### src/rtl/transceiver_ctrl.sv
// ---------------------------------------------------------------------------
// transceiver_ctrl
//
// Frame sequencer for a UART -> Hamming encoder -> modulator -> demodulator
// -> Hamming decoder -> UART loop. Received bytes are buffered in a small
// FIFO. Each byte is encoded, modulated for DATA_WIDTH symbols of
// SAMPLE_NUMBER carrier samples each, decoded and handed to the transmitter.
//
// Parameters
//   SAMPLE_NUMBER  carrier samples per symbol (power of two)
//   DATA_WIDTH     Hamming codeword bits = symbols per frame
//   FIFO_DEPTH     received-byte buffer depth (power of two, >= 2)
//   TIMEOUT_CYCLES WAIT-state watchdog limit (only used with the macro)
//
// Ports
//   clk, rst     rising-edge clock, synchronous active-high reset
//   rx_dv        strobe: rx_byte valid
//   rx_byte      byte from the UART receiver
//   sample_cnt   sample index of the sine generator
//   dec_byte     Hamming decoder output
//   tx_done      strobe: UART transmitter finished a byte
//   enc_wren     encoder load strobe (one cycle, LOAD)
//   enc_byte     byte presented to the encoder
//   gen_en       sine generator / modulator / demodulator enable (MOD)
//   dec_rden     decoder read strobe (one cycle, DEC)
//   tx_dv        transmitter start strobe (one cycle, SEND)
//   tx_byte      byte presented to the transmitter
//   busy         high whenever the sequencer is not IDLE
//   overflow     one-cycle pulse: a received byte was dropped
//   timeout_err  one-cycle pulse: WAIT watchdog expired
//
// Build option
//   TRANSCEIVER_CTRL_TIMEOUT_EN  enables the WAIT-state watchdog. Without
//   it WAIT holds until tx_done and timeout_err is tied low.
// ---------------------------------------------------------------------------
module transceiver_ctrl #(
  parameter int SAMPLE_NUMBER  = 256,
  parameter int DATA_WIDTH     = 12,
  parameter int FIFO_DEPTH     = 4,
  parameter int TIMEOUT_CYCLES = 65536
) (
  input  logic                             clk,
  input  logic                             rst,
  input  logic                             rx_dv,
  input  logic [7:0]                       rx_byte,
  input  logic [$clog2(SAMPLE_NUMBER)-1:0] sample_cnt,
  input  logic [7:0]                       dec_byte,
  input  logic                             tx_done,
  output logic                             enc_wren,
  output logic [7:0]                       enc_byte,
  output logic                             gen_en,
  output logic                             dec_rden,
  output logic                             tx_dv,
  output logic [7:0]                       tx_byte,
  output logic                             busy,
  output logic                             overflow,
  output logic                             timeout_err
);

  localparam int SC_W  = $clog2(SAMPLE_NUMBER);
  localparam int PTR_W = $clog2(FIFO_DEPTH);
  localparam int SYM_W = $clog2(DATA_WIDTH + 1);

  localparam logic [SC_W-1:0]  LAST_SAMPLE = SC_W'(SAMPLE_NUMBER - 1);
  localparam logic [SYM_W-1:0] LAST_SYMBOL = SYM_W'(DATA_WIDTH - 1);

  // Reject configurations the pointer and boundary arithmetic cannot handle.
  if ((SAMPLE_NUMBER < 32'd2) || ((SAMPLE_NUMBER & (SAMPLE_NUMBER - 32'd1)) != 32'd0) ||
      (FIFO_DEPTH < 32'd2) || ((FIFO_DEPTH & (FIFO_DEPTH - 32'd1)) != 32'd0) ||
      (DATA_WIDTH < 32'd1) || (TIMEOUT_CYCLES < 32'd1)) begin : g_bad_params
    $error("transceiver_ctrl: illegal parameter set");
  end

  typedef enum logic [2:0] {
    ST_IDLE = 3'd0,
    ST_LOAD = 3'd1,
    ST_MOD  = 3'd2,
    ST_DEC  = 3'd3,
    ST_SEND = 3'd4,
    ST_WAIT = 3'd5
  } state_e;

  state_e               state_q, state_d;
  logic [SYM_W-1:0]     sym_cnt_q, sym_cnt_d;
  logic [7:0]           enc_byte_q, enc_byte_d;
  logic [7:0]           tx_byte_q, tx_byte_d;
  logic                 enc_wren_q, enc_wren_d;
  logic                 gen_en_q, gen_en_d;
  logic                 dec_rden_q, dec_rden_d;
  logic                 tx_dv_q, tx_dv_d;
  logic                 busy_q, busy_d;
  logic                 overflow_q, overflow_d;

  // FIFO: the extra pointer MSB separates full from empty when indices match.
  logic [PTR_W:0]       wr_ptr_q, wr_ptr_d;
  logic [PTR_W:0]       rd_ptr_q, rd_ptr_d;
  logic [7:0]           mem_q [FIFO_DEPTH];
  logic [7:0]           mem_d [FIFO_DEPTH];
  logic                 fifo_empty_s;
  logic                 fifo_full_s;
  logic                 pop_s;
  logic                 push_s;
  logic                 boundary_s;

`ifdef TRANSCEIVER_CTRL_TIMEOUT_EN
  localparam int             WD_W    = $clog2(TIMEOUT_CYCLES + 1);
  localparam logic [WD_W-1:0] LAST_WD = WD_W'(TIMEOUT_CYCLES - 1);
  logic [WD_W-1:0]      wd_cnt_q, wd_cnt_d;
  logic                 timeout_err_q, timeout_err_d;
`endif

  assign fifo_empty_s = (wr_ptr_q == rd_ptr_q);
  assign fifo_full_s  = (wr_ptr_q[PTR_W] != rd_ptr_q[PTR_W]) &&
                        (wr_ptr_q[PTR_W-1:0] == rd_ptr_q[PTR_W-1:0]);
  // The last sample of a symbol only counts while the generator is running.
  assign boundary_s   = gen_en_q && (sample_cnt == LAST_SAMPLE);

  // Sequencer next-state, symbol counter, watchdog and captured bytes.
  always_comb begin
    state_d    = state_q;
    sym_cnt_d  = sym_cnt_q;
    enc_byte_d = enc_byte_q;
    tx_byte_d  = tx_byte_q;
    pop_s      = 1'b0;
`ifdef TRANSCEIVER_CTRL_TIMEOUT_EN
    wd_cnt_d      = {WD_W{1'b0}};
    timeout_err_d = 1'b0;
`endif
    case (state_q)
      ST_IDLE: begin
        if (!fifo_empty_s) begin
          pop_s      = 1'b1;
          enc_byte_d = mem_q[rd_ptr_q[PTR_W-1:0]];
          state_d    = ST_LOAD;
        end else begin
          state_d    = ST_IDLE;
        end
      end
      ST_LOAD: begin
        sym_cnt_d = {SYM_W{1'b0}};
        state_d   = ST_MOD;
      end
      ST_MOD: begin
        if (boundary_s) begin
          if (sym_cnt_q == LAST_SYMBOL) begin
            sym_cnt_d = {SYM_W{1'b0}};
            state_d   = ST_DEC;
          end else begin
            sym_cnt_d = sym_cnt_q + SYM_W'(1);
          end
        end else begin
          sym_cnt_d = sym_cnt_q;
        end
      end
      ST_DEC: begin
        // Decoder output is valid while dec_rden is high.
        tx_byte_d = dec_byte;
        state_d   = ST_SEND;
      end
      ST_SEND: begin
        state_d = ST_WAIT;
      end
      ST_WAIT: begin
        if (tx_done) begin
          state_d = ST_IDLE;
        end
`ifdef TRANSCEIVER_CTRL_TIMEOUT_EN
        else if (wd_cnt_q == LAST_WD) begin
          timeout_err_d = 1'b1;
          state_d       = ST_IDLE;
        end else begin
          wd_cnt_d = wd_cnt_q + WD_W'(1);
        end
`else
        else begin
          state_d = ST_WAIT;
        end
`endif
      end
      default: begin
        state_d = ST_IDLE;
      end
    endcase
  end

  // FIFO pointers/storage and the registered strobes derived from next state.
  always_comb begin
    mem_d      = mem_q;
    // A full FIFO still accepts a byte when the head leaves in the same cycle.
    push_s     = rx_dv && (!fifo_full_s || pop_s);
    overflow_d = rx_dv && fifo_full_s && !pop_s;
    if (push_s) begin
      mem_d[wr_ptr_q[PTR_W-1:0]] = rx_byte;
      wr_ptr_d = wr_ptr_q + (PTR_W+1)'(1);
    end else begin
      wr_ptr_d = wr_ptr_q;
    end
    if (pop_s) begin
      rd_ptr_d = rd_ptr_q + (PTR_W+1)'(1);
    end else begin
      rd_ptr_d = rd_ptr_q;
    end
    enc_wren_d = (state_d == ST_LOAD);
    gen_en_d   = (state_d == ST_MOD);
    dec_rden_d = (state_d == ST_DEC);
    tx_dv_d    = (state_d == ST_SEND);
    busy_d     = (state_d != ST_IDLE);
  end

  // Control and output registers; reset also drops any rx_dv in that cycle.
  always_ff @(posedge clk) begin
    if (rst) begin
      state_q    <= ST_IDLE;
      sym_cnt_q  <= {SYM_W{1'b0}};
      enc_byte_q <= 8'h00;
      tx_byte_q  <= 8'h00;
      enc_wren_q <= 1'b0;
      gen_en_q   <= 1'b0;
      dec_rden_q <= 1'b0;
      tx_dv_q    <= 1'b0;
      busy_q     <= 1'b0;
      overflow_q <= 1'b0;
      wr_ptr_q   <= {(PTR_W+1){1'b0}};
      rd_ptr_q   <= {(PTR_W+1){1'b0}};
`ifdef TRANSCEIVER_CTRL_TIMEOUT_EN
      wd_cnt_q      <= {WD_W{1'b0}};
      timeout_err_q <= 1'b0;
`endif
    end else begin
      state_q    <= state_d;
      sym_cnt_q  <= sym_cnt_d;
      enc_byte_q <= enc_byte_d;
      tx_byte_q  <= tx_byte_d;
      enc_wren_q <= enc_wren_d;
      gen_en_q   <= gen_en_d;
      dec_rden_q <= dec_rden_d;
      tx_dv_q    <= tx_dv_d;
      busy_q     <= busy_d;
      overflow_q <= overflow_d;
      wr_ptr_q   <= wr_ptr_d;
      rd_ptr_q   <= rd_ptr_d;
`ifdef TRANSCEIVER_CTRL_TIMEOUT_EN
      wd_cnt_q      <= wd_cnt_d;
      timeout_err_q <= timeout_err_d;
`endif
    end
  end

  // FIFO data storage; emptiness is tracked by the pointers alone.
  always_ff @(posedge clk) begin
    mem_q <= mem_d;
  end

  assign enc_wren = enc_wren_q;
  assign enc_byte = enc_byte_q;
  assign gen_en   = gen_en_q;
  assign dec_rden = dec_rden_q;
  assign tx_dv    = tx_dv_q;
  assign tx_byte  = tx_byte_q;
  assign busy     = busy_q;
  assign overflow = overflow_q;
`ifdef TRANSCEIVER_CTRL_TIMEOUT_EN
  assign timeout_err = timeout_err_q;
`else
  assign timeout_err = 1'b0;
`endif

endmodule

### config.mk
export PLATFORM = sky130hd
export DESIGN_NAME = transceiver_ctrl
export DESIGN_NICKNAME = d
export VERILOG_FILES = /design/src/rtl/transceiver_ctrl.sv
export SDC_FILE = /design/constraint.sdc
export NUM_CORES = 1
export LEC_CHECK = 0
export BUFFER_PORTS_ARGS = -buffer_cell sky130_fd_sc_hd__buf_2
export CORE_MARGIN = 1.5
export CORE_UTILIZATION = 57
export CTS_BUF_LIST = sky130_fd_sc_hd__clkbuf_4 sky130_fd_sc_hd__clkbuf_8
export CTS_CLUSTER_DIAMETER = 50
export CTS_CLUSTER_SIZE = 10
export DETAILED_ROUTE_END_ITERATION = 8
export GPL_ROUTABILITY_DRIVEN = 0
export PLACE_DENSITY = 0.88
export SLEW_MARGIN = 25
export SYNTH_ARGS = -nofsm -noshare
export SYNTH_HDL_FRONTEND = slang
export SYNTH_SLANG_ARGS = --single-unit
### constraint.sdc
create_clock -name clk -period 2.3 [get_ports clk]
set_input_delay 0.69 -clock clk [delete_from_list [all_inputs] [get_ports clk]]
set_output_delay 0.69 -clock clk [all_outputs]
set_load 0.01 [all_outputs]
[Word-level counts from Yosys, hierarchy flattened]
Cells that the tools add are included.
Storage, ports and cells
  input bits: 28
  bits in registers: 67
  logic and storage cells: 70
  output and inout port bits: 23
Operators by class
  reductions and logical operators: 14
  add/sub/neg operators: 3
  bitwise operators: 3
  muxes and demuxes: 16
  equality and inequality tests: 15
  magnitude comparators: 3
Operators by type and width (count)
  $bwmux W32: 1
  $mux W8: 3
  $pmux W3 S6: 1
  $bmux W8 S2: 1
  $demux W8 S2: 1
  $eq A3 B2 Y1 const B: 4
  $eq A3 B3 Y1 const B: 3
  $mux W3: 3
  $eq A8 B8 Y1 const B: 1
  $mux W4: 2
  $pmux W4 S2: 1
  $add A3 B1 Y3 const B: 2
  $eq A3 B1 Y1 const B: 2
  $ge A3 B3 Y1 const B: 2
  $logic_and A1 B1 Y1: 6
  $not A2 Y3: 2
  $add A4 B1 Y4 const B: 1
  $eq A4 B4 Y1 const B: 1
  $reduce_and A2 Y1: 2
  $eq A3 B3 Y1: 1
  $logic_not A3 Y1: 1
  $lt A3 B1 Y1 const B: 1
  $mux W1: 3
  $reduce_bool A3 Y1: 1
  7 further kinds: 8

[Longest topological paths before layout]
Gate-level depths: netlist (run 1).
  depth after elaboration: 6
  depth in mapped cells: 7
  mapped depth without buffers: 5

[Worst setup path before layout (run 1)]
No wires, ideal clock.
  path type: input-to-reg
  start point: input port sample_cnt[7]
  end point: register sym_cnt_q[3]
  path slack: 0.284 ns
  library setup time: 0.062 ns
  stages: 5
  data arrival time: 1.954 ns
  cell sequence: nand4_1 or4_1 buf_2 or4_1 nand3_1
On the way
  word-level cells in the longest chain between the ends: 4
Ends and longest elaborated chain
  from (decl): RTL line 46  | input logic [$clog2(SAMPLE_NUMBER)-1:0] sample_cnt,
  $eq A8 B8 Y1: RTL line 116  | assign boundary_s = gen_en_q && (sample_cnt == LAST_SAMPLE);
  $logic_and A1 B1 Y1: RTL line 116
  $ne A2 B2 Y1 (no source line)
  $reduce_and A2 Y1 (no source line)
  to (signal assigned): RTL line 214  | sym_cnt_q <= {SYM_W{1'b0}};
  to (signal assigned): RTL line 231  | sym_cnt_q <= sym_cnt_d;
  to (decl): RTL line 84  | logic [SYM_W-1:0] sym_cnt_q, sym_cnt_d;
Every way passes these cells.
A chain may end at the register's enable or synchronous reset.

[Worst setup path after layout (run 1)]
  start point: register state_q[1]
  end point: register mem_q[14] in the netlist's numbering (enable)
On the way
  word-level cells in the longest chain between the ends: 4
Ends and longest elaborated chain
  from (decl): RTL line 83  | state_e state_q, state_d;
  from (signal assigned): RTL line 230  | state_q <= state_d;
  $logic_not A3 Y1: RTL line 129  | case (state_q)
  $mux W1: RTL line 129
  $logic_or A1 B1 Y1: RTL line 190  | push_s = rx_dv && (!fifo_full_s || pop_s);
  $logic_and A1 B1 Y1: RTL line 190
  to (signal assigned): RTL line 251  | mem_q <= mem_d;
  to (decl): RTL line 97  | logic [7:0] mem_q [FIFO_DEPTH];
Every way passes these cells.

==> qor.yml, run 1 <==
power_mw: 3.429
maxSlewHeadroom: 0.6454
multi_input_area_mm2: 0.001018
seqCellArea_mm2: 0.001662
grt_max_degree: 32
drcViolationCount: 0
grt_pass1_vias: 1781
nets: 304
max_clock_freq_mhz: 485.3
fp.dieArea_mm2: 0.005274
rsz0062_at_grt: "no"
num-fill-cells: 333
root_buffer: "clkbuf_8"
post_cts_resized: 0
core_mm2: 0.004692
clock-sinks: 67
vias_per_cell: 5.678
synth-main-ff-cell: "dfxtp_1"
period_needed_ns: 2.060
synth_top_area_frac: 0.3478
cp-end-kind: "register"
hpwl_um: 3332
synth.avg_cell_area_um2: 12.91
die_height_um: 72.62
fin_crit_sh: 0.8959
synthArstFlopShare: 0
critPathArrivalTime_ns: 2.05
synth_area_leader_cell: "edfxtp_1"
layout_common_cells: "49 x buf_2, 35 x dfxtp_1, 32 x edfxtp_1, 24 x nor2_1, 19 x mux2i_1"
ys_top_cells_by_area: "edfxtp_1 35%, dfxtp_1 25%, mux2i_1 6.9%, mux4_2 6.5%, nor2_1 3.3%"
antenna_left: 0
powerDensity_mw_per_mm2: 1053
syn_inst: 214
overflow: 0
tritoncts: "yes"
grt.total_usage: 0.2093
status: "finished, final reports clean"
synth_nets: 248
io_buffers: 49
finalClockSkew_ns: 0.01243
ctsHoldBuffers: 0
synth_cell_types: 42
clk_pin_slew_worst_paths_ns: 0.07
tns_ns: 0
cts_made_buffers: 9
rows: 25
drtIter0Drc: 127
hold_path.class: "reg -> reg"
num_vias: 1868
setup_viol: 0
htreeDepth: 3
netlist_area_mm2: 0.002763
cts_buffer_depth: 2
holdWs_ns: 0.4967
cp-start-kind: "register"
yosys_warnings: 0
synth-edff-count: 32
crit_fanout: 10
boundaryPins: 51
peakVddDrop_v: 0.0006691
dp.cells: 313
antenna_found_initial: 0
required_ns: 2.29
dr.pass1.iters: 5
final_max_slew_viol_count: 0
synthToLayoutAreaGrowth_pct: 17.89
wire_per_inst_um: 15.70
ys_ff_latch: 67
synth_seq_area_share: 0.6014
grt_pass1_wl_um: 7997
clk_latency_ns: 0.34
routed_wl_um: 5164
layout_commonest_cell: "buf_2"
hold_violations: 0
worstMarginPinSlew_ns: 0.5304
antennaDiodeCount: 0
crit_type: "reg -> reg"
fin_cells: 329
die_w_um: 72.62
cts_setup_buffers: 0
start_util: 0.5888
p_leak_nw: 1.339
cap_violations: 0
drive_gt1_frac: 0.3091
==> synth_stat cells, types with 2 or more instances <==
cell,n
dfxtp_1,35
edfxtp_1,32
nor2_1,24
mux2i_1,19
nand3_1,11
mux4_2,8
nor3_1,7
xnor2_1,7
clkbuf_1,6
ha_1,6
nand2_1,6
a21oi_1,5
and2_1,5
inv_1,4
buf_2,3
a31oi_1,2
a41oi_1,2
buf_4,2
nand3b_1,2
nand4b_1,2
o21a_1,2
o22ai_1,2
or3_1,2
or4_1,2
==> path summary, 6_finish.rpt <==
| path | from | slack [ns] | depth (start not counted) | end |
|---|---|---|---|---|
| worst max register to register | state_q[1]$_SDFF_PP0_ | 0.24 | 3 | mem_q[14]$_DFFE_PP_ |
| worst min-delay path | tx_byte[4]$_SDFFE_PP0P_ | 0.50 | 2 | tx_byte[4]$_SDFFE_PP0P_ |
| worst max-delay path | state_q[1]$_SDFF_PP0_ | 0.24 | 3 | mem_q[14]$_DFFE_PP_ |
| worst min register to register | tx_byte[4]$_SDFFE_PP0P_ | 0.50 | 2 | tx_byte[4]$_SDFFE_PP0P_ |
==> worst max-delay path, stage by stage, from the launching register on <==
cell     delay (ns)
dfxtp_1        0.45
or3_1          0.45
a41oi_1        0.36
and2_1         0.45
==> cell type report <==
cell class	instances	share of cell area
inverters	4	0.004610
multi-input cells	130	0.3127
clock buffers	11	0.04456
well taps	54	0.02075
repair buffers	58	0.09604
clock inverters	5	0.01114
flip-flops and latches	67	0.5102
==> per-layer routing <==
| layer | global-route usage | wire length (µm) |
|---|---|---|
| met1 | 0.2413 | 1964 |
| met2 | 0.3486 | 2717 |
| met3 | 0.07459 | 398 |
| met4 | 0.09853 | 84 |
| met5 | 0 | 0 |
==> cell families after synthesis <==
| group | Yosys count | share of synthesized area |
|---|---|---|
| flip-flops | 67 | 0.6014 |
| adder cells (fa/ha/maj) | 6 | 0.02717 |
| other | 1 | 0.001357 |
| XOR/XNOR | 8 | 0.02536 |
| AND/OR/NAND/NOR | 71 | 0.1395 |
| AO/OA/AOI/OAI | 17 | 0.04121 |
| buffers and inverters | 17 | 0.02988 |
| multiplexers | 27 | 0.1341 |
==> flip-flops by register name, summed over array words and instances, names as in the netlist <==
signal and flops:
gen_en 1, wr_ptr_q 3, busy 1, tx_dv 1, enc_wren 1, enc_byte 8, rd_ptr_q 3, dec_rden 1
mem_q 32, sym_cnt_q 4, tx_byte 8, state_q 3, overflow 1
==> power breakdown <==
part / internal, mW / switching (mW)
sequential: 1.41 / 0.102
combinational: 0.486 / 0.543
clock: 0.434 / 0.457
total: 2.33 / 1.10
==> per-stage QoR <==
stage	util	setup WS (ns)	cell area, µm²
after floorplan	-	0.2842	2763
after global placement	0.6555	0.2435	3075
after detailed placement	0.6555	0.2130	3075
after CTS	0.6941	0.2316	3257
after global routing	0.6941	0.1321	3257
final	0.6941	0.2395	3257
Note: power is estimated with default switching activity, not from simulation.
==> run 2, diff against run 1 <==
BUFFER_PORTS_ARGS = unset   (was -buffer_cell sky130_fd_sc_hd__buf_2)
CORE_UTILIZATION = 65   (was 57)
DONT_BUFFER_PORTS = 1   (was unset)
==> qor.yml, run 2 (synthesis results as in run 1) <==
status: "finished, final reports clean"
rr_endpoint: "mem_q[31]$_DFFE_PP_"
crit_type: "reg -> reg"
htreeDepth: 3  # unchanged
dr.pass1.iters: 4  # -1
vias_per_cell: 5.993  # +5.5%
cp-end-kind: "register"
reg2reg_slack_ns: 0.21  # -0.03 ns
fin_crit_sh: 0.9072  # +0.01134
drtIter0Drc: 105  # -17%
layout_commonest_cell: "dfxtp_1"
ctsHoldBuffers: 0  # unchanged
synthToLayoutAreaGrowth_pct: 7.563
grt_pass1_wl_um: 7617  # -4.8%
fp.dieArea_mm2: 0.004651  # -12%
critPathArrivalTime_ns: 2.07  # +0.02 ns
boundaryPins: 51  # unchanged
drive_gt1_frac: 0.1435  # -0.1656
period_needed_ns: 2.087  # +0.02608 ns
io_buffers: 0  # -100%
whs_path_depth: 1  # -1
cts_setup_buffers: 0  # unchanged
grt.total_usage: 0.2398  # +0.03059
grt_max_degree: 33  # +3.1%
worstMarginPinSlew_ns: 0.5387  # +0.008263 ns
num_vias: 1636  # -12%
rows: 23  # -8.0%
p_leak_nw: 1.094  # -18%
nets: 252  # -17%
maxSlewHeadroom: 0.6399  # -0.005524
cap_violations: 0  # unchanged
die_height_um: 68.20  # -6.1%
top_register: "mem_q"
antenna_found_initial: 0  # unchanged
power_mw: 3.211  # -6.4%
wire_per_inst_um: 17.20  # +9.6%
powerDensity_mw_per_mm2: 1081  # +2.6%
routed_wl_um: 4695  # -9.1%
min_from: "rst"
tritoncts: "yes"
peakVddDrop_v: 0.0007077  # +5.8%
antennaDiodeCount: 0  # unchanged
cts_made_buffers: 9  # unchanged
crit_fanout: 10  # unchanged
post_cts_resized: 0  # unchanged
drcViolationCount: 0  # unchanged
crit_start: "state_q[1]$_SDFF_PP0_"
core_mm2: 0.004029  # -14%
max_clock_freq_mhz: 479.3  # -1.2%
die_w_um: 68.20  # -6.1%
start_util: 0.6857  # +0.09691
required_ns: 2.29  # about the same
final_max_slew_viol_count: 0  # unchanged
overflow: 0  # unchanged
tns_ns: 0  # unchanged
cts_buffer_depth: 2  # unchanged
antenna_left: 0  # unchanged
rsz0062_at_grt: "no"
hold_path.class: "in -> reg"
clk_latency_ns: 0.34  # about the same
finalClockSkew_ns: 0.01035  # -0.002080 ns
r2r_start: "state_q[1]$_SDFF_PP0_"
critPathCapture: "mem_q[31]$_DFFE_PP_"
largest_register_ff_count: 32  # unchanged
holdWs_ns: 0.4167  # -0.07999 ns
hpwl_um: 3285  # -1.4%
r2r_cells: 3  # unchanged
clk_pin_slew_worst_paths_ns: 0.08  # about the same
grt_pass1_vias: 1640  # -7.9%
clock-sinks: 67  # unchanged
setup_viol: 0  # unchanged
hold_violations: 0  # unchanged
cp-start-kind: "register"
num-fill-cells: 264  # -21%
root_buffer: "clkbuf_8"
layout_common_cells: "35 x dfxtp_1, 32 x edfxtp_1, 24 x nor2_1, 19 x mux2i_1, 11 x nand3_1"
-- run 2: worst max-delay path, stage by stage (launching register included) --
cell	delay (ns)
dfxtp_1	0.43
or3_1	0.49
a41oi_1	0.36
and2_1	0.46
-- run 2: final cells by class --
class | instances | area [µm²] | area share
sequential | 67 | 1662 | 0.5592
multi-input combinational | 130 | 1018 | 0.3427
clock buffer | 9 | 123.9 | 0.04168
tap | 50 | 62.56 | 0.02105
clock inverter | 7 | 45.04 | 0.01516
timing repair buffer | 6 | 45.04 | 0.01516
inverter | 4 | 15.01 | 0.005053
-- run 2: metal layers --
metal | global-route usage | share of wire | vias to the layer above
met5 | 0 | 0 | -
met4 | 0.09750 | 0.019 | 0
met3 | 0.1020 | 0.048 | 9
met2 | 0.3920 | 0.52 | 44
met1 | 0.2785 | 0.41 | 798
li1 | - | - | 785
-- run 2: how the worst min path moves through the flow --
stage,slack (ns),end
3_3_place_gp,0.48,sym_cnt_q[1]$_SDFFE_PP0P_
5_1_grt,0.39,enc_byte[5]$_SDFFE_PP0P_
4_1_cts,0.41,enc_byte[3]$_SDFFE_PP0P_
3_5_place_dp,0.49,sym_cnt_q[1]$_SDFFE_PP0P_
2_1_floorplan,0.47,sym_cnt_q[1]$_SDFFE_PP0P_
6_report,0.42,wr_ptr_q[0]$_SDFFE_PP0P_
-- run 2: where the power goes --
part           switching (mW)  internal, mW
clock                   0.440         0.384
sequential              0.156          1.41
combinational           0.426         0.396
total                    1.02          2.19
-- run 2: through the flow --
stage / area [µm²] / cells / setup WS [ns] / utilization
6_report: 2972 / 273 / 0.2134 / 0.7376
5_1_grt: 2972 / 273 / 0.05784 / 0.7376
4_1_cts: 2972 / 273 / 0.1871 / 0.7376
3_5_place_dp: 2803 / 257 / 0.2096 / 0.6957
3_3_place_gp: 2803 / 257 / 0.2679 / 0.6957
2_1_floorplan: 2763 / 214 / 0.2842 / -
==> run 3, diff against run 2 <==
REMOVE_ABC_BUFFERS = 1   (was unset)
==> qor.yml, run 3 (synthesis results as in run 1) <==
dpl_cell_area_mm2: 0.002803  # unchanged
tritoncts: "yes"
antenna_left: 0  # unchanged
cts_buffer_depth: 2  # unchanged
p_leak_nw: 1.112  # +1.6%
grt_max_degree: 33  # unchanged
layout_common_cells: "35 x dfxtp_1, 32 x edfxtp_1, 24 x nor2_1, 19 x mux2i_1, 11 x nand3_1"
die_height_um: 68.20  # unchanged
synthToLayoutAreaGrowth_pct: 8.515
peakVddDrop_v: 0.0006953  # -1.8%
maxSlewHeadroom: 0.6168  # -0.02313
cp-end-kind: "register"
grt_pass1_vias: 1647  # +0.43%
start_util: 0.6857  # unchanged
grt.total_usage: 0.2325  # -0.007318
cap_violations: 0  # unchanged
rsz0062_at_grt: "no"
post_cts_resized: 0  # unchanged
io_buffers: 0  # unchanged
final_area_mm2: 0.002998  # +0.88%
tns_ns: 0  # unchanged
drive_gt1_frac: 0.1480  # +0.004484
multi_input_area_mm2: 0.001018  # unchanged
layout_commonest_cell: "dfxtp_1"
crit_type: "reg -> reg"
seqCellArea_mm2: 0.001662  # unchanged
status: "finished, final reports clean"
max_clock_freq_mhz: 469.1  # -2.1%
overflow: 0  # unchanged
hpwl_um: 3499  # +6.5%
cts_setup_buffers: 0  # unchanged
clock-sinks: 67  # unchanged
cp-start-kind: "register"
required_ns: 2.30  # about the same
critPathArrivalTime_ns: 2.13  # +0.06 ns
drcViolationCount: 0  # unchanged
period_needed_ns: 2.132  # +0.04499 ns
nets: 252  # unchanged
setup_ws_ns: 0.1684  # -0.04499 ns
fp.dieArea_mm2: 0.004651  # unchanged
clk_pin_slew_worst_paths_ns: 0.07  # about the same
hold_path.class: "in -> reg"
antenna_found_initial: 0  # unchanged
clk_latency_ns: 0.34  # about the same
final_util: 0.7441  # +0.006521
finalClockSkew_ns: 0.007310  # -0.003039 ns
top_register: "mem_q"
cts_made_buffers: 9  # unchanged
final_max_slew_viol_count: 0  # unchanged
vias_per_cell: 6.121  # +2.1%
antennaDiodeCount: 0  # unchanged
wire_per_inst_um: 18.05  # +5.0%
setup_viol: 0  # unchanged
worstMarginPinSlew_ns: 0.5733  # +0.03460 ns
routed_wl_um: 4929  # +5.0%
grt_pass1_wl_um: 7410  # -2.7%
fin_crit_sh: 0.9268  # +0.01956
core_mm2: 0.004029  # unchanged
drtIter0Drc: 101  # -3.8%
largest_register_ff_count: 32  # unchanged
preCtsSetupSlack_ns: 0.2081  # -0.001529 ns
num-fill-cells: 241  # -8.7%
ctsHoldBuffers: 0  # unchanged
boundaryPins: 51  # unchanged
num_vias: 1671  # +2.1%
powerDensity_mw_per_mm2: 1115  # +3.2%
rows: 23  # unchanged
htreeDepth: 3  # unchanged
dr.pass1.iters: 4  # unchanged
die_w_um: 68.20  # unchanged
root_buffer: "clkbuf_8"
crit_fanout: 10  # unchanged
hold_violations: 0  # unchanged
## run 3: stage by stage
step | instances | hold slack, ns | power, mW
floorplan | 201 | 0.4653 | 2.205
global placement | 257 | 0.4862 | 2.361
detailed placement | 257 | 0.5104 | 2.425
CTS | 273 | 0.3982 | 3.362
global route | 273 | 0.4034 | 3.495
finish | 273 | 0.4131 | 3.342
## run 3: per-layer routing
layer | share of wire | vias up | track usage
li1 | - | 786 | -
met4 | 0.025 | 0 | 0.1400
met3 | 0.082 | 16 | 0.07401
met5 | 0 | - | 0
met2 | 0.54 | 85 | 0.4017
met1 | 0.35 | 784 | 0.2466
## run 3: area by class of cell
type                            instances  share of cell area
Tap cell                               50             0.02087
Multi-Input combinational cell        130              0.3397
Clock buffer                           10             0.04382
Clock inverter                          6             0.02129
Sequential cell                        67              0.5543
Timing Repair Buffer                    6             0.01503
Inverter                                4            0.005008
## run 3: path summary, 6_finish.rpt
| check | startpoint | endpoint | slack [ns] | cells after the start |
|---|---|---|---|---|
| setup / recovery | state_q[1]$_SDFF_PP0_ | mem_q[23]$_DFFE_PP_ | 0.17 | 3 |
| hold / removal | rst | wr_ptr_q[0]$_SDFFE_PP0P_ | 0.41 | 1 |
| setup reg to reg | state_q[1]$_SDFF_PP0_ | mem_q[23]$_DFFE_PP_ | 0.17 | 3 |
| hold reg to reg | sym_cnt_q[3]$_SDFFE_PP0P_ | sym_cnt_q[3]$_SDFFE_PP0P_ | 0.53 | 2 |
## run 3: power by group
part,internal [mW],total [mW],leakage [nW],switching (mW)
registers,1.41,1.57,0.579,0.161
logic,0.396,0.833,0.437,0.437
clock network,0.511,0.939,0.0961,0.428
## run 3: critical path, cell delays in order, from the launching register on
cell and delay [ns]:
dfxtp_1 0.43, or3_1 0.51, a41oi_1 0.39, and2_1 0.45
